File: src/rtl/regfile_wb_arbiter.sv
// Two-requester writeback arbiter for the single register-file write port.
// Round-robin or fixed-priority grant, one-cycle registered write stage, saturating contention counter.
module regfile_wb_arbiter #(
   parameter int DATA_WIDTH = 64,
   parameter int ADDR_WIDTH = 5,
   parameter int ZERO_REG   = 31,
   parameter int FIXED_PRIO = 0,
   parameter int CNT_WIDTH  = 16
) (
   input  logic                  clk,
   input  logic                  reset,
   input  logic                  stall,
   input  logic                  a_valid,
   output logic                  a_ready,
   input  logic [ADDR_WIDTH-1:0] a_addr,
   input  logic [DATA_WIDTH-1:0] a_data,
   input  logic                  b_valid,
   output logic                  b_ready,
   input  logic [ADDR_WIDTH-1:0] b_addr,
   input  logic [DATA_WIDTH-1:0] b_data,
   output logic                  rf_write,
   output logic [ADDR_WIDTH-1:0] rf_wrAddr,
   output logic [DATA_WIDTH-1:0] rf_wrData,
   output logic                  last_grant,
   output logic [CNT_WIDTH-1:0]  contention_count
);

   localparam logic [ADDR_WIDTH-1:0] ZERO_ADDR = ADDR_WIDTH'(ZERO_REG);
   localparam logic [CNT_WIDTH-1:0]  CNT_MAX   = {CNT_WIDTH{1'b1}};
   localparam logic [CNT_WIDTH-1:0]  CNT_ONE   = CNT_WIDTH'(1);
   localparam logic                  PRIO_FIX  = (FIXED_PRIO != 0);

   logic                  both_s;
   logic                  open_s;
   logic                  grant_a_s;
   logic                  grant_b_s;
   logic [1:0]            grant_s;

   logic                  rf_write_q,   rf_write_d;
   logic [ADDR_WIDTH-1:0] rf_wr_addr_q, rf_wr_addr_d;
   logic [DATA_WIDTH-1:0] rf_wr_data_q, rf_wr_data_d;
   logic                  last_grant_q, last_grant_d;
   logic [CNT_WIDTH-1:0]  cnt_q,        cnt_d;

   // Grant decision; on a tie round-robin favours whoever did not win last
   always_comb begin
      both_s    = a_valid & b_valid;
      open_s    = ~reset & ~stall;
      grant_a_s = 1'b0;
      grant_b_s = 1'b0;
      if (open_s) begin
         if (both_s) begin
            if (PRIO_FIX || last_grant_q) begin
               grant_a_s = 1'b1;
            end else begin
               grant_b_s = 1'b1;
            end
         end else begin
            grant_a_s = a_valid;
            grant_b_s = b_valid;
         end
      end else begin
         grant_a_s = 1'b0;
         grant_b_s = 1'b0;
      end
      grant_s = {grant_b_s, grant_a_s};
   end

   // Next state of the write stage, grant pointer and contention counter
   always_comb begin
      rf_write_d   = 1'b0;
      rf_wr_addr_d = rf_wr_addr_q;
      rf_wr_data_d = rf_wr_data_q;
      last_grant_d = last_grant_q;
      cnt_d        = cnt_q;
      case (grant_s)
         2'b01: begin
            rf_write_d   = (a_addr != ZERO_ADDR);
            rf_wr_addr_d = a_addr;
            rf_wr_data_d = a_data;
            last_grant_d = 1'b0;
         end
         2'b10: begin
            rf_write_d   = (b_addr != ZERO_ADDR);
            rf_wr_addr_d = b_addr;
            rf_wr_data_d = b_data;
            last_grant_d = 1'b1;
         end
         default: begin
            rf_write_d   = 1'b0;
            last_grant_d = last_grant_q;
         end
      endcase
      // Stalled cycles are not contention: nobody could have been granted
      if (both_s && !stall && (cnt_q != CNT_MAX)) begin
         cnt_d = cnt_q + CNT_ONE;
      end else begin
         cnt_d = cnt_q;
      end
   end

   // State registers with synchronous reset
   always_ff @(posedge clk) begin
      if (reset) begin
         rf_write_q   <= 1'b0;
         rf_wr_addr_q <= {ADDR_WIDTH{1'b0}};
         rf_wr_data_q <= {DATA_WIDTH{1'b0}};
         last_grant_q <= 1'b1;
         cnt_q        <= {CNT_WIDTH{1'b0}};
      end else begin
         rf_write_q   <= rf_write_d;
         rf_wr_addr_q <= rf_wr_addr_d;
         rf_wr_data_q <= rf_wr_data_d;
         last_grant_q <= last_grant_d;
         cnt_q        <= cnt_d;
      end
   end

   assign a_ready          = grant_a_s;
   assign b_ready          = grant_b_s;
   assign rf_write         = rf_write_q;
   assign rf_wrAddr        = rf_wr_addr_q;
   assign rf_wrData        = rf_wr_data_q;
   assign last_grant       = last_grant_q;
   assign contention_count = cnt_q;

endmodule

File: config.mk
export PLATFORM = sky130hd
export DESIGN_NAME = regfile_wb_arbiter
export DESIGN_NICKNAME = d
export VERILOG_FILES = /design/src/rtl/regfile_wb_arbiter.sv
export SDC_FILE = /design/constraint.sdc
export NUM_CORES = 1
export LEC_CHECK = 0
export CELL_PAD_IN_SITES_DETAIL_PLACEMENT = 0
export CELL_PAD_IN_SITES_GLOBAL_PLACEMENT = 1
export CORE_ASPECT_RATIO = 1.2
export CORE_MARGIN = 2
export CORE_UTILIZATION = 29
export CTS_CLUSTER_SIZE = 20
export DETAILED_ROUTE_END_ITERATION = 6
export PLACE_DENSITY_LB_ADDON = 0.2
export SLEW_MARGIN = 20
export SYNTH_ARGS = -nofsm -noshare
export SYNTH_HDL_FRONTEND = slang
export SYNTH_SLANG_ARGS = --single-unit
File: constraint.sdc
create_clock -name clk -period 6.4 [get_ports clk]
set_clock_uncertainty 0.15 [all_clocks]
set_input_delay 1.6 -clock clk [delete_from_list [all_inputs] [get_ports clk]]
set_output_delay 1.6 -clock clk [all_outputs]
set_load 0.05 [all_outputs]
Word level (Yosys, flattened, before mapping)
Index checks and enable logic that the tools add are counted.

Bits in registers: 87. Word-level logic and storage cells: 29.

Add/subtract/negate cells: 1. Equal/unequal tests: 5. Muxes and demuxes: 10. Bitwise operators: 4. Reductions and logical operators: 4.

Operator list (count): $pmux W64 S2 (1); $add A16 B1 Y16 const B (1); $ne A16 B16 Y1 const B (1); $ne A5 B5 Y1 const B (2); $pmux W5 S2 (1); $mux W1 (6); $pmux W1 S2 (2); $and A1 B1 Y1 (2); $eq A2 B1 Y1 const B (1); $eq A2 B2 Y1 const B (1); $logic_and A1 B1 Y1 (2); $not A1 Y1 (2); $reduce_bool A2 Y1 (1); $logic_not A1 Y1 (1).

Logic depth before layout (Yosys ltp)
Depth after elaboration: 5. Depth in mapped cells: 12. Depth with buffers taken out: 8.

Worst setup path before layout
Ideal clock, no wire load.

Path kind: in2out. From: input reset. To: output b_ready. Data arrival time: 2.902 ns. Data required time: 4.650 ns. Slack: 1.748 ns. Stages on the path: 5. Path through: clkbuf_1 clkbuf_1 nor2_1 nand2_1 a21oi_1.

Word-level cells in the longest chain between the ends: 3.

Ends and longest elaborated chain: start: declaration (RTL line 11) `input logic reset,`; $not A1 Y1 (RTL line 48) `open_s = ~reset & ~stall;`; $and A1 B1 Y1 (RTL line 48); $mux W1 (RTL line 51) `if (open_s) begin`; end: declaration (RTL line 18) `output logic b_ready,`.

No other way between the ends.

Final worst setup path
From: input b_valid. To: output a_ready.

Word-level cells in the longest chain between the ends: 3.

Ends and longest elaborated chain: start: declaration (RTL line 17) `input logic b_valid,`; $and A1 B1 Y1 (RTL line 47) `both_s = a_valid & b_valid;`; $mux W1 (RTL line 52) `if (both_s) begin`; $mux W1 (RTL line 51); end: declaration (RTL line 14) `output logic a_ready,`.

No other way between the ends.

==> results.txt <==
The worst pin sits at a relative slew slack of 0.373. Yosys mapped a number of flops with a built-in enable equal to 0. The number of global-route vias before repair is around 4000. The die area came out at between 0.015 and 0.02 mm². The worst setup path is captured at an output pin. In this run the top signal layer used is met4. The number of warning messages in the yosys log came out at 0. The number of buffers inserted by post-CTS setup repair is 0.

Before antenna repair, the detailed router went through 5 iterations. The overall track demand over capacity in global routing came out at 0.167. When the netlist entered floorplanning its net count stood at approximately 630. The number of antenna violations at the first check in global routing came out at 0. For this run, the slowest stage of the critical path takes between 700 and 800 ps.

Of the cells placed in the final design, the portion with a size suffix greater than 1 is 0.0412. The height of the chip is about 130 µm. The worst setup margin is roughly 1200 ps.

Leaving out fill and tap cells, the most frequent cell in the layout is clkdlybuf4s50_1. Among all flip-flop cells after synthesis, the most frequent one is dfxtp_1. The number of port buffers is approximately 230. The clock latency on the worst-skew pair came out at 340 ps. The type of the setup path with the least slack is in -> out. The type of the tightest min-delay check is reg -> reg. Across the run, the number of max-cap violations was 0. The total cell area at the placement stage is between 0.006 and 0.007 mm². After clock tree synthesis, the clock-pin slew on the worst setup and hold paths is ~60 ps. The endpoint arrival time on the critical path came out at between 3000 and 4000 ps. The placeable core area came out at approximately 0.014 mm². The post-route standard cell area excluding fillers came out at 0.00682 mm². Static timing analysis puts the maximum clock frequency at ~190 MHz.

The number of gates resized after cts is 0. The initial utilization of the core area, before any placement, comes to 0.296. The minimum hold slack came out at 335 ps.

The total routed wirelength came out at between 10000 and 15000 µm. Setup repair after global routing left no endpoint under its margin. The worst-case IR drop observed on VDD is approximately 0.16 mV.

The largest net degree at the start of global routing is 96. The routability congestion estimate from global placement came out at 0.787. The violation count after the first detailed-routing iteration is 129. The die is roughly 110 µm wide. Setup violations remaining at the end of the flow were counted as 0. The fraction of the cycle the final worst path needs came out at 0.815. STA puts the critical path data required time at about 4700 ps. The detailed-route vias per instance is 4.71. In the detailed route, the total length drawn on met2 is 6300 µm. The clock tree synthesis step divided the H-tree into 3 levels. The cell area after synthesis is 0.00407 mm². The count of nets left with antenna violations once routing finished came out at 0. The length of routed wiring on met1 came out at ~5000 µm. The sequential fraction of the synthesis area came out at 0.428.

The number of pins exceeding their max-slew limit in the final report was 0. The slowest stage of the critical path is the clkdlybuf4s50_1 cell. The number of endpoints with negative hold slack in the final report is 0. Each instance of the synthesized netlist takes up on average between 8 and 9 µm².

The signal on the critical path passes through clkdlybuf4s50_1, nor2b_1, or3_1, inv_1, clkdlybuf4s50_1. The worst setup timing slack at the placement stage is 1190 ps. The run finished with clean final reports.

The clock sink count came out at 87. The worst setup path is launched from a primary input. The count of unresolved DRC violations after routing is 0. The number of buffers created by CTS came out at 9.

The fill cell instance count of the final layout came out at ~1300. Summed over all layers, the global routing overflow is 0. The floorplan has 47 rows.

Along the worst path, the maximum fanout reaches 3. The post-cts hold buffer count came out at 0. The clock passes through at most 2 buffers.

For this run, the post-layout net count is approximately 840. The slew at the pin closest to its max-slew limit came out at ~940 ps. The share of async-settable or async-resettable flops after synthesis is 0. For this block, the via count after detailed routing is approximately 4100. After legalization and detailed placement, the total HPWL measured roughly 9400 µm.

The cell count after synthesis came out at about 490. The global-route wire length before repair is approximately 20000 µm. The area growth from synthesis to layout is 67.4%. The total met3 wirelength after detailed routing is about 1100 µm.

In this run, synthesis produced a sequential element count of just under 90. 232 I/O pins were placed. TritonCTS built the clock tree. The number of different library cells in the post-synthesis netlist came out at 36. After layout, the minimum clock period comes to 5220 ps.

The cell type with the highest occurrence count on the critical path is clkdlybuf4s50_1. In this run the power density over the cells is around 220 mW/mm². After detailed routing, the average wire length per cell comes to between 10 and 15 µm. The count of antenna diodes in the layout is 0. The final-layout setup total negative slack came out at 0 ps. The library cell used as clock root buffer is clkbuf_16. The top cell types in the final layout, fill and taps aside, are clkdlybuf4s50_1, nor2_1, dfxtp_1. For this design the static power due to leakage is approximately 2.4 nW.
[metal layers]
metal | track usage | vias to the layer above
met2 | 0.293 | 140
met4 | 0.0752 | 0
met5 | 0 | -
met3 | 0.0583 | 20
li1 | - | 2104
met1 | 0.181 | 1860
[critical path: cells and delay by family]
family	cells	cell delay, ps
buf+inv	3	1300
simple gates	2	560
[layout make-up]
class	count	area (µm²)	share of cell area
flip-flops and latches	87	1740	0.255
well taps	171	214	0.0314
repair buffers	234	2340	0.343
clock buffers	10	239	0.0350
inverters	4	15.0	0.00220
clock inverters	6	83.8	0.0123
multi-input cells	363	2190	0.320
[synth_stat cells, types with 2 or more instances]
library cell | number | area (µm²)
nor2_1 | 142 | 533
dfxtp_1 | 87 | 1740
a21oi_1 | 82 | 410
mux2i_1 | 70 | 701
clkbuf_1 | 27 | 101
nand2_1 | 9 | 33.8
buf_2 | 7 | 35.0
o31ai_1 | 6 | 45.0
or3_1 | 6 | 37.5
o21ai_0 | 5 | 25.0
or4_1 | 5 | 37.5
inv_1 | 4 | 15.0
nand3_1 | 4 | 20.0
nor2b_1 | 4 | 25.0
and3_1 | 3 | 18.8
nand4_1 | 3 | 18.8
nor3_1 | 3 | 15.0
ha_1 | 2 | 25.0
nand4_4 | 2 | 42.5
xor2_1 | 2 | 17.5
[registers in the layout (all words and copies together), names as in the netlist]
name / count
contention_count: 16
last_grant: 1
rf_wrData: 64
rf_write: 1
rf_wrAddr: 5
[per-stage QoR]
stage / cells / util / power [W]
after floorplan: 489 / - / 0.000770
after global placement: 859 / 0.472 / 0.000928
after CTS: 875 / 0.496 / 0.00151
after detailed placement: 859 / 0.472 / 0.000931
final: 875 / 0.496 / 0.00149
after global routing: 875 / 0.496 / 0.00155
[logic make-up (layout without fill, tap and decap cells)]
group	Yosys count	in the layout	share of synthesized area
AO/OA/AOI/OAI	98	98	0.135
multiplexers	70	70	0.172
flip-flops	87	87	0.428
adder cells (fa/ha/maj)	2	2	0.00614
buffers and inverters	39	254	0.0390
XOR/XNOR	2	2	0.00430
AND/OR/NAND/NOR	191	191	0.217
[worst paths after layout]
path,cells past startpoint,endpoint,startpoint,slack [ps]
worst max-delay path,5,a_ready,b_valid,1180
worst min-delay path,2,rf_wrData[52],rf_wrData[52],330
worst max register to register,7,rf_wrData[47],last_grant,3680
worst min register to register,2,rf_wrData[52],rf_wrData[52],330
[report_power, final]
part           switching [W]  internal, W  leakage, nW
Sequential         0.0000131     0.000566        0.707
Combinational       0.000179     0.000158         1.56
Clock               0.000220     0.000351        0.162
(Power assumes the default switching activity.)
